==> src/rtl/instr_sequencer.sv <==
// ============================================================================
// instr_sequencer
// ----------------------------------------------------------------------------
// Purpose:
//   Small program store plus issue FSM that feeds a datapath one instruction
//   per cycle.  Software loads the store through the prog_* port while the
//   sequencer is not running, then pulses start with a program length.  The
//   sequencer issues entries 0 .. prog_len-1 in order.  It can be stalled
//   with hold and aborted with stop.  In the default build it finishes with
//   a single-cycle done pulse.
//
// Configuration:
//   INSTR_SEQ_LOOP_EN - when defined, the program wraps back to entry 0
//                       after its last entry and keeps issuing until stop
//                       or reset.  In this mode there is no done pulse.
//
// Parameters:
//   IW     instruction width
//   DEPTH  number of program-store entries (power of two)
//   AW     program address width, log2(DEPTH)
//
// Ports:
//   clk          in   rising-edge clock for all state
//   rst_n        in   asynchronous active-low reset
//   prog_we      in   program-store write strobe (accepted outside RUN)
//   prog_addr    in   program-store write address
//   prog_data    in   program-store write data
//   prog_len     in   instructions to issue, 1..DEPTH, sampled on start
//   start        in   begin execution at entry 0 (only from IDLE)
//   stop         in   abort execution (beats hold and issue)
//   hold         in   stall; nothing is issued while high
//   instr        out  registered instruction word to the datapath
//   instr_valid  out  instr carries a freshly issued word this cycle
//   pc           out  index of the next entry to issue
//   busy         out  high while running
//   done         out  one-cycle completion pulse
//   err          out  sticky error (bad length, or write while running)
//   issued_cnt   out  issues since the last accepted start, saturating
// ============================================================================
module instr_sequencer #(
    parameter int IW    = 16,
    parameter int DEPTH = 16,
    parameter int AW    = 4
) (
    input  logic          clk,
    input  logic          rst_n,
    input  logic          prog_we,
    input  logic [AW-1:0] prog_addr,
    input  logic [IW-1:0] prog_data,
    input  logic [AW:0]   prog_len,
    input  logic          start,
    input  logic          stop,
    input  logic          hold,
    output logic [IW-1:0] instr,
    output logic          instr_valid,
    output logic [AW-1:0] pc,
    output logic          busy,
    output logic          done,
    output logic          err,
    output logic [7:0]    issued_cnt
);

    typedef enum logic [1:0] {
        IDLE = 2'd0,
        RUN  = 2'd1,
        DONE = 2'd2
    } state_t;

    localparam logic [AW:0] DEPTH_LEN = (AW+1)'(DEPTH);

    state_t        state;
    logic [AW-1:0] last_idx;
    logic [IW-1:0] mem [DEPTH];
    logic          len_ok;
    logic          store_we;
    logic          last_issue;
    logic [7:0]    cnt_next;

    // A start is only accepted with a length the store can actually hold.
    assign len_ok = (prog_len != '0) && (prog_len <= DEPTH_LEN);

    // The store is frozen while running so an in-flight program cannot be
    // corrupted underneath the issue pointer.
    assign store_we = prog_we && (state != RUN);

    assign last_issue = (pc == last_idx);
    assign cnt_next   = (issued_cnt == 8'hFF) ? issued_cnt : issued_cnt + 8'd1;

    // Program store: deliberately has no reset so a program survives a
    // reset of the control logic.  A write on the same edge as an accepted
    // start lands before the first issue, which reads one edge later.
    always_ff @(posedge clk) begin
        if (store_we) begin
            mem[prog_addr] <= prog_data;
        end
    end

    // Issue FSM.  All outputs are registered here.  The length is kept as
    // the index of the last entry so the end-of-program compare is AW wide.
    always_ff @(posedge clk or negedge rst_n) begin
        if (!rst_n) begin
            state       <= IDLE;
            instr       <= '0;
            instr_valid <= 1'b0;
            pc          <= '0;
            busy        <= 1'b0;
            done        <= 1'b0;
            err         <= 1'b0;
            issued_cnt  <= '0;
            last_idx    <= '0;
        end else begin
            instr_valid <= 1'b0;
            done        <= 1'b0;

            if (prog_we && (state == RUN)) begin
                err <= 1'b1;
            end

            case (state)
                IDLE: begin
                    if (start) begin
                        if (len_ok) begin
                            last_idx   <= AW'(prog_len - (AW+1)'(1));
                            pc         <= '0;
                            issued_cnt <= '0;
                            err        <= 1'b0;
                            busy       <= 1'b1;
                            state      <= RUN;
                        end else begin
                            err <= 1'b1;
                        end
                    end
                end

                RUN: begin
                    if (stop) begin
                        busy  <= 1'b0;
                        state <= IDLE;
                    end else if (!hold) begin
                        instr       <= mem[pc];
                        instr_valid <= 1'b1;
                        issued_cnt  <= cnt_next;
                        if (last_issue) begin
                            pc <= '0;
`ifdef INSTR_SEQ_LOOP_EN
                            state <= RUN;
`else
                            busy  <= 1'b0;
                            state <= DONE;
`endif
                        end else begin
                            pc <= pc + AW'(1);
                        end
                    end
                end

                // The last word is still on instr_valid during this state,
                // so the done pulse appears on the edge leaving it.
                DONE: begin
                    done  <= 1'b1;
                    state <= IDLE;
                end

                default: begin
                    busy  <= 1'b0;
                    state <= IDLE;
                end
            endcase
        end
    end

endmodule

==> config.mk <==
export PLATFORM = sky130hd
export DESIGN_NAME = instr_sequencer
export DESIGN_NICKNAME = d
export VERILOG_FILES = /design/src/rtl/instr_sequencer.sv
export SDC_FILE = /design/constraint.sdc
export NUM_CORES = 1
export LEC_CHECK = 0
export CORE_MARGIN = 2
export CORE_UTILIZATION = 64
export CTS_CLUSTER_SIZE = 8
export DETAILED_ROUTE_END_ITERATION = 8
export GPL_ROUTABILITY_DRIVEN = 0
export PLACE_DENSITY = 0.84
export SKIP_LAST_GASP = 1
export SYNTH_ARGS = -nofsm -noshare
export SYNTH_HDL_FRONTEND = slang
export SYNTH_SLANG_ARGS = --single-unit
==> constraint.sdc <==
create_clock -name clk -period 4.35 [get_ports clk]
set_input_delay 1.0875 -clock clk [delete_from_list [all_inputs] [get_ports clk]]
set_output_delay 1.0875 -clock clk [all_outputs]
set_load 0.1 [all_outputs]
# Word-level counts from Yosys, hierarchy flattened
# Memory sizes are Yosys's and may differ from the RTL's. A register that Yosys moved wholly into a read port is not among the register bits.
# Index checks and enable logic that the tools add are counted.
# Widths: inputs -> output; s select.
dict set report op_classes {
  mux 34
  reduce_logical 13
  order_cmp 1
  bitwise_logic 3
  n_addsub 3
  n_eq_ne 12
}
# cell count
set op_table {}
lappend op_table {{$mux 8} 5}
lappend op_table {{$mux 4} 5}
lappend op_table {{$pmux 8 s2} 1}
lappend op_table {{$mux 1} 15}
lappend op_table {{$mux 2} 5}
lappend op_table {{$ne 2x2->1 const B} 5}
lappend op_table {{$reduce_and 5->1} 2}
lappend op_table {{$add 8x1->8 const B} 1}
lappend op_table {{$eq 8x8->1 const B} 1}
lappend op_table {{$pmux 4 s2} 1}
lappend op_table {{$ne 3x3->1 const B} 2}
lappend op_table {{$reduce_and 3->1} 2}
lappend op_table {{$reduce_and 6->1} 1}
lappend op_table {{$le 5x5->1 const B} 1}
lappend op_table {{$reduce_bool 5->1} 1}
lappend op_table {{$add 4x1->4 const B} 1}
lappend op_table {{$eq 4x4->1} 1}
lappend op_table {{$pmux 2 s2} 1}
lappend op_table {{$reduce_and 4->1} 1}
lappend op_table {{$sub 4x1->4 const B} 1}
lappend op_table {{$logic_and 1x1->1} 3}
lappend op_table {{$not 1->1} 3}
lappend op_table {{$pmux 1 s3} 1}
lappend op_table {{$eq 2x1->1 const B} 1}
lappend op_table {{5 further kinds} 5}
dict set report word_totals {
  regBits 22
  inputBits 31
  wordCells 75
  ramBits 256
  memories 1
}
# memory words word_bits rd rd_ports_with_merged_regs write_ports line
set mem_list {}
lappend mem_list {mem 16 16 1 1 1 73} ;# logic [IW-1:0] mem [DEPTH];

# Depth between registers and ports, before layout
# Gate-level depths: netlist of run 1.
dict set report depth {
  ltp_word 5
  ltp_mapped 7
}

# Worst setup path before layout of run 1
# No wires, ideal clock.
dict set report synth_path {
  kind {input-to-reg}
  startpoint {in prog_we}
  endpoint {mem mem[0][0] (enable)}
  setup_time_ns 0.409
  n_path_buf 0
  arrival_time_ns 2.597
  required_time_ns 3.941
  setup_slack_ns 1.344
  stages 4
  path_cell_list {inv_1 > nor3_1 > nand2b_1 > nor3_1}
}
dict set report synth_via {
  elab_chain_cells 3
}
# element line
set synth_lines {}
lappend synth_lines {{from (decl)} 47} ;# input logic prog_we,
lappend synth_lines {{$logic_and 1x1->1} 84} ;# assign store_we = prog_we && (state != RUN);
lappend synth_lines {{$mux 1} 93} ;# if (store_we) begin
lappend synth_lines {{$mux 1 (not written as such)} 94} ;# mem[prog_addr] <= prog_data;
lappend synth_lines {{to (decl)} 73}
# No other way between the ends.

# Worst setup path after layout of run 1
dict set report layout_path {
  startpoint {reg pc[1]}
  endpoint {out pc[1]}
}
# element line
set layout_lines {}
lappend layout_lines {{from (decl)} 56} ;# output logic [AW-1:0] pc,
lappend layout_lines {{from (signal assigned)} 152} ;# pc <= pc + AW'(1);
# No word-level cell between the ends.

==> results of run 1 <==
## power by group
part / internal [mW] / leakage, nW / total, mW / switching, mW
combinational: 0.788 / 1.19 / 2.35 / 1.57
sequential: 3.23 / 2.79 / 3.43 / 0.207
clock: 1.83 / 0.570 / 2.98 / 1.15
total: 5.85 / 4.55 / 8.77 / 2.92
## kinds of logic after synthesis
logic type,synth area share (%)
flops,74.7
simple gates,5.30
mux,12.4
compound gates,4.99
buf+inv,1.74
xor+xnor,0.530
fa+ha+maj,0.325
## registers in the layout, summed over array words and instances, names as in the netlist
name and flops:
busy 1, done 1, err 1, instr 16
instr_valid 1, issued_cnt 8, last_idx 4, mem 256
pc 4, state 2
## per-stage QoR
stage | power, mW | area, um2 | std cells | utilization (%) | setup WS (ns)
final | 8.77 | 13700 | 998 | 76.7 | 0.634
after global placement | 5.72 | 12500 | 924 | 70.0 | 1.16
after global routing | 9.00 | 13700 | 998 | 76.7 | 0.588
after floorplan | 5.19 | 11600 | 644 | - | 1.34
after CTS | 8.77 | 13700 | 998 | 76.7 | 0.628
after detailed placement | 5.79 | 12500 | 924 | 70.0 | 0.958
## final cells by class
class	count	share of cell area (%)
Sequential cell	294	63.1
Multi-Input combinational cell	309	20.1
Clock buffer	73	8.68
Timing Repair Buffer	83	5.65
Tap cell	229	2.09
Inverter	9	0.247
Clock inverter	1	0.0640
## worst paths after layout
path	from	depth (start not counted)	end
min reg2reg	instr[5]	2	instr[5]
max	pc[1]	1	pc[1]
max reg2reg	pc[1]	5	instr[2]
min in group asynchronous	rst_n	1	instr[9]
max in group asynchronous	rst_n	1	pc[1]
min	instr[5]	2	instr[5]
## worst min-delay path: cells and delay by family, from the launching register on
family | cells | cell delay [ns]
and+or+nand+nor | 2 | 0.12
DFF | 1 | 0.34
## placed cells by master, fill, tap and decap left out, drive strengths merged, types with 22 or more instances in the layout
| master | count |
|---|---|
| clkbuf | 73 |
| nand3 | 34 |
| clkdlybuf4s50 | 61 |
| buf | 22 |
| dfrtp | 38 |
| edfxtp | 256 |
| mux2i | 66 |
| nand2 | 24 |
| a22oi | 48 |
| mux4 | 32 |
## layer usage
metal	vias to the layer above	routed length, um	share of wire, %	GRT usage [%]
met4	0	1120	4.0	12.8
met1	3393	9950	35	38.5
met2	472	14200	50	50.1
met3	91	2860	10	5.47
met5	-	0	0	0
li1	2774	-	-	-
==> flow_summary.json, run 1 <==
{
  "synth.area.top_cells": "edfxtp_1 (66%), dfrtp_1 (8.2%), mux4_2 (6.2%)",
  "fp.coreArea_um2": 17800,
  "final-seq-area_um2": 8640,
  "grt_max_degree": 65,
  "fin_tns_setup_ns": 0,
  "io_buffers": 62,
  "multi_input_area_um2": 2750,
  "syn_nets": 678,
  "wirelength_um": 28100,
  "worstPathCellList": "clkdlybuf4s50_1",
  "cts_resized": 0,
  "fin_skew_ns": 0.0146,
  "via_count": 6730,
  "synth.cell_area_um2": 11600,
  "initial_core_util_pct": 64.8,
  "yosys_warnings": 0,
  "via_per_inst": 6.74,
  "path_class": "reg2out",
  "leakagePower_nw": 4.55,
  "antenna_left": 0,
  "holdBufCountCts": 0,
  "cp_slowest_cell": "clkdlybuf4s50_1",
  "synth-main-ff-cell": "edfxtp_1",
  "yosysSeqAreaShare_pct": 74.7,
  "crit_buf_inv": 1,
  "fin_nets": 773,
  "avgSynthCellArea_um2": 18.0,
  "drt_iter0_drc": 836,
  "setup_viol": 0,
  "die_h_um": 138,
  "cts_made_buffers": 42,
  "hp-class": "reg2reg",
  "fillers": 933,
  "critPathTopFamily": "buffers and inverters",
  "die_area_um2": 19200,
  "powerDensity_nw_per_um2": 640,
  "cp_max_fo": 38,
  "timing.final.crit_share_pct": 85.4,
  "drv_cap": 0,
  "netlist_instances": 644,
  "yosysMostFrequentCell": "edfxtp_1",
  "root_buffer": "clkbuf_16",
  "hold_viol": 0,
  "finalMaxSlewViolations": 0,
  "cp.arrival_ns": 2.63,
  "synth-edff-count": 256,
  "n_antenna_cell": 0,
  "die_x_um": 138,
  "status": "finished clean",
  "post_cts_buffers": 0,
  "start_kind": "flop",
  "drive_above_1_share_pct": 15.6,
  "num_io_pins": 63,
  "area_growth_pct": 18.3,
  "synth.top_cell.area_share_pct": 66.5,
  "synth_common_cells": "edfxtp_1 (256), mux2i_1 (66), a22oi_1 (48), dfrtp_1 (38), nand3_1 (34)",
  "cts_tree": "built",
  "max-vdd-ir-drop_mv": 0.544,
  "synth-seq-cells": 294,
  "clkLatencyLatePin_ns": 0.52,
  "fin_crit_ns": 3.72,
  "crit_required_ns": 3.26,
  "dr.pass1.iters": 5,
  "timing.hold.ws_ns": 0.495,
  "slowest_delay_ns": 1.25,
  "worstSetupEndpointType": "primary output",
  "grt_pass1_vias": 6840,
  "cts_max_level": 2,
  "relSlewSlack_pct": 24.9,
  "synthArstFlopShare_pct": 12.9,
  "worstMarginPinSlew_ns": 1.12,
  "cts_sinks": 294,
  "antenna_found_initial": 0,
  "fmax_mhz": 269,
  "grt_usage_pct": 29.7,
  "clkSlewWorstSetupHoldPaths_ns": 0.05,
  "cts.path.max_buffers": 3,
  "place_hpwl_um": 14700,
  "grt_setup_unrepaired": "no",
  "reg2reg_slack_ns": 1.59,
  "yosys.area.top_type": "edfxtp_1",
  "row_count": 49,
  "gr-total-overflow": 0,
  "drc_errors": 0,
  "grt_pass1_wl_um": 41800,
  "ys_types": 46,
  "avgRoutedWirePerCell_um": 28.2
}
(Power assumes the default switching activity.)
==> run 2, diff against run 1 <==
GPL_TIMING_DRIVEN = 0   (was unset)
==> flow_summary.json, run 2 (synthesis results as in run 1) <==
{
  "status": "finished clean",
  "cts.path.max_buffers": 3,
  "grt_pass1_wl_um": 42600,
  "layout_common_cells": "edfxtp_1 (256), mux2i_1 (66), clkdlybuf4s50_1 (61)",
  "avgRoutedWirePerCell_um": 27.4,
  "row_count": 49,
  "holdBufCountCts": 0,
  "fin_nets": 801,
  "setup_viol": 0,
  "cp_max_fo": 6,
  "multi_input_area_um2": 2780,
  "n_antenna_cell": 0,
  "cts_tree": "built",
  "grt_usage_pct": 30.0,
  "cts_resized": 0,
  "cts_max_level": 2,
  "start_kind": "flop",
  "hold_viol": 0,
  "path_class": "reg2out",
  "via_per_inst": 6.63,
  "place_hpwl_um": 16900,
  "clkSlewWorstSetupHoldPaths_ns": 0.05,
  "grt_max_degree": 34,
  "drt_iter0_drc": 815,
  "drc_errors": 0,
  "wirelength_um": 28200,
  "fp.coreArea_um2": 17800,
  "fin_tns_setup_ns": 0,
  "clkLatencyLatePin_ns": 0.52,
  "drv_cap": 0,
  "max-vdd-ir-drop_mv": 0.670,
  "grt_pass1_vias": 7052,
  "finalMaxSlewViolations": 0,
  "die_area_um2": 19200,
  "relSlewSlack_pct": 33.1,
  "post_cts_buffers": 0,
  "gr-total-overflow": 0,
  "num_io_pins": 63,
  "initial_core_util_pct": 64.8,
  "timing.final.crit_share_pct": 75.1,
  "cts_made_buffers": 42,
  "antenna_left": 0,
  "dr.pass1.iters": 6,
  "powerDensity_nw_per_um2": 634,
  "worstSetupEndpointType": "primary output",
  "crit_buf_inv": 1,
  "drive_above_1_share_pct": 18.3,
  "leakagePower_nw": 4.69,
  "fillers": 904,
  "die_h_um": 138,
  "via_count": 6820,
  "crit_required_ns": 3.26,
  "layout_commonest_cell": "edfxtp_1",
  "power_mw": 8.86,
  "final-seq-area_um2": 8640,
  "io_buffers": 62,
  "largest_register_ffs": 256,
  "fin_skew_ns": 0.0168,
  "worstMarginPinSlew_ns": 1.00,
  "worstPathCellList": "clkdlybuf4s50_1",
  "die_x_um": 138,
  "critPathTopFamily": "buffers and inverters",
  "cp.arrival_ns": 2.18,
  "top_regs": "mem (256), instr (16), issued_cnt (8)",
  "final_util_pct": 78.3,
  "grt_setup_unrepaired": "no",
  "antenna_found_initial": 0,
  "fmax_mhz": 306,
  "slowest_delay_ns": 1.18,
  "cts_sinks": 294,
  "regMostFlops": "mem",
  "area_growth_pct": 20.8,
  "fin_crit_ns": 3.27,
  "root_buffer": "clkbuf_16",
  "hp-class": "in2async",
  "cp_slowest_cell": "clkdlybuf4s50_1"
}
[run 2: cell types whose count changed in the layout (fill, tap and decap cells not counted), moves of 8 or more]
| cell | before | now |
|---|---|---|
| buf_2 | 1 | 18 |
| buf_8 | 0 | 10 |
| clkbuf_1 | 30 | 39 |
| buf_6 | 0 | 8 |
| nor2_1 | 19 | 8 |
| nor2_2 | 2 | 13 |
| buf_4 | 21 | 3 |
[run 2: path summary, 6_finish.rpt]
path	start	endpoint	slack, ns	cells after the start
setup / recovery	pc[3]	pc[3]	1.08	1
hold / removal	rst_n	issued_cnt[1]	0.40	1
setup reg to reg	state[0]	mem[1][13]	1.77	6
hold reg to reg	instr[15]	instr[15]	0.51	2
max in group asynchronous	rst_n	instr[14]	3.49	2
min in group clk	instr[15]	instr[15]	0.51	2
[run 2: metal layers]
metal / global-route usage (%) / wire, um
met5: 0 / 0
met4: 13.4 / 1180
met3: 6.48 / 2410
met2: 50.4 / 14300
met1: 38.2 / 10300
[run 2: through the flow]
step                      hold slack, ns  cells  worst slack, ns  cell area (um2)
after global routing               0.404   1028             1.03            14000
after detailed placement           0.490    952            0.905            12800
after floorplan                    0.502    644             1.34            11600
after CTS                          0.395   1028             1.08            14000
final                              0.401   1028             1.08            14000
after global placement             0.480    935           -0.166            12500
[run 2: cell type report]
type,instances,area share [%]
well taps,229,2.05
clock inverters,1,0.0627
multi-input cells,309,19.9
plain buffers,32,1.20
inverters,9,0.242
flip-flops and latches,294,61.8
clock buffers,75,8.63
repair buffers,79,6.11
[run 2: power by group]
part	switching [mW]	leakage, nW	internal (mW)	total, mW
combinational	1.70	1.32	0.832	2.53
sequential	0.120	2.79	3.22	3.34
clock	1.14	0.578	1.85	2.99
total	2.95	4.69	5.91	8.86
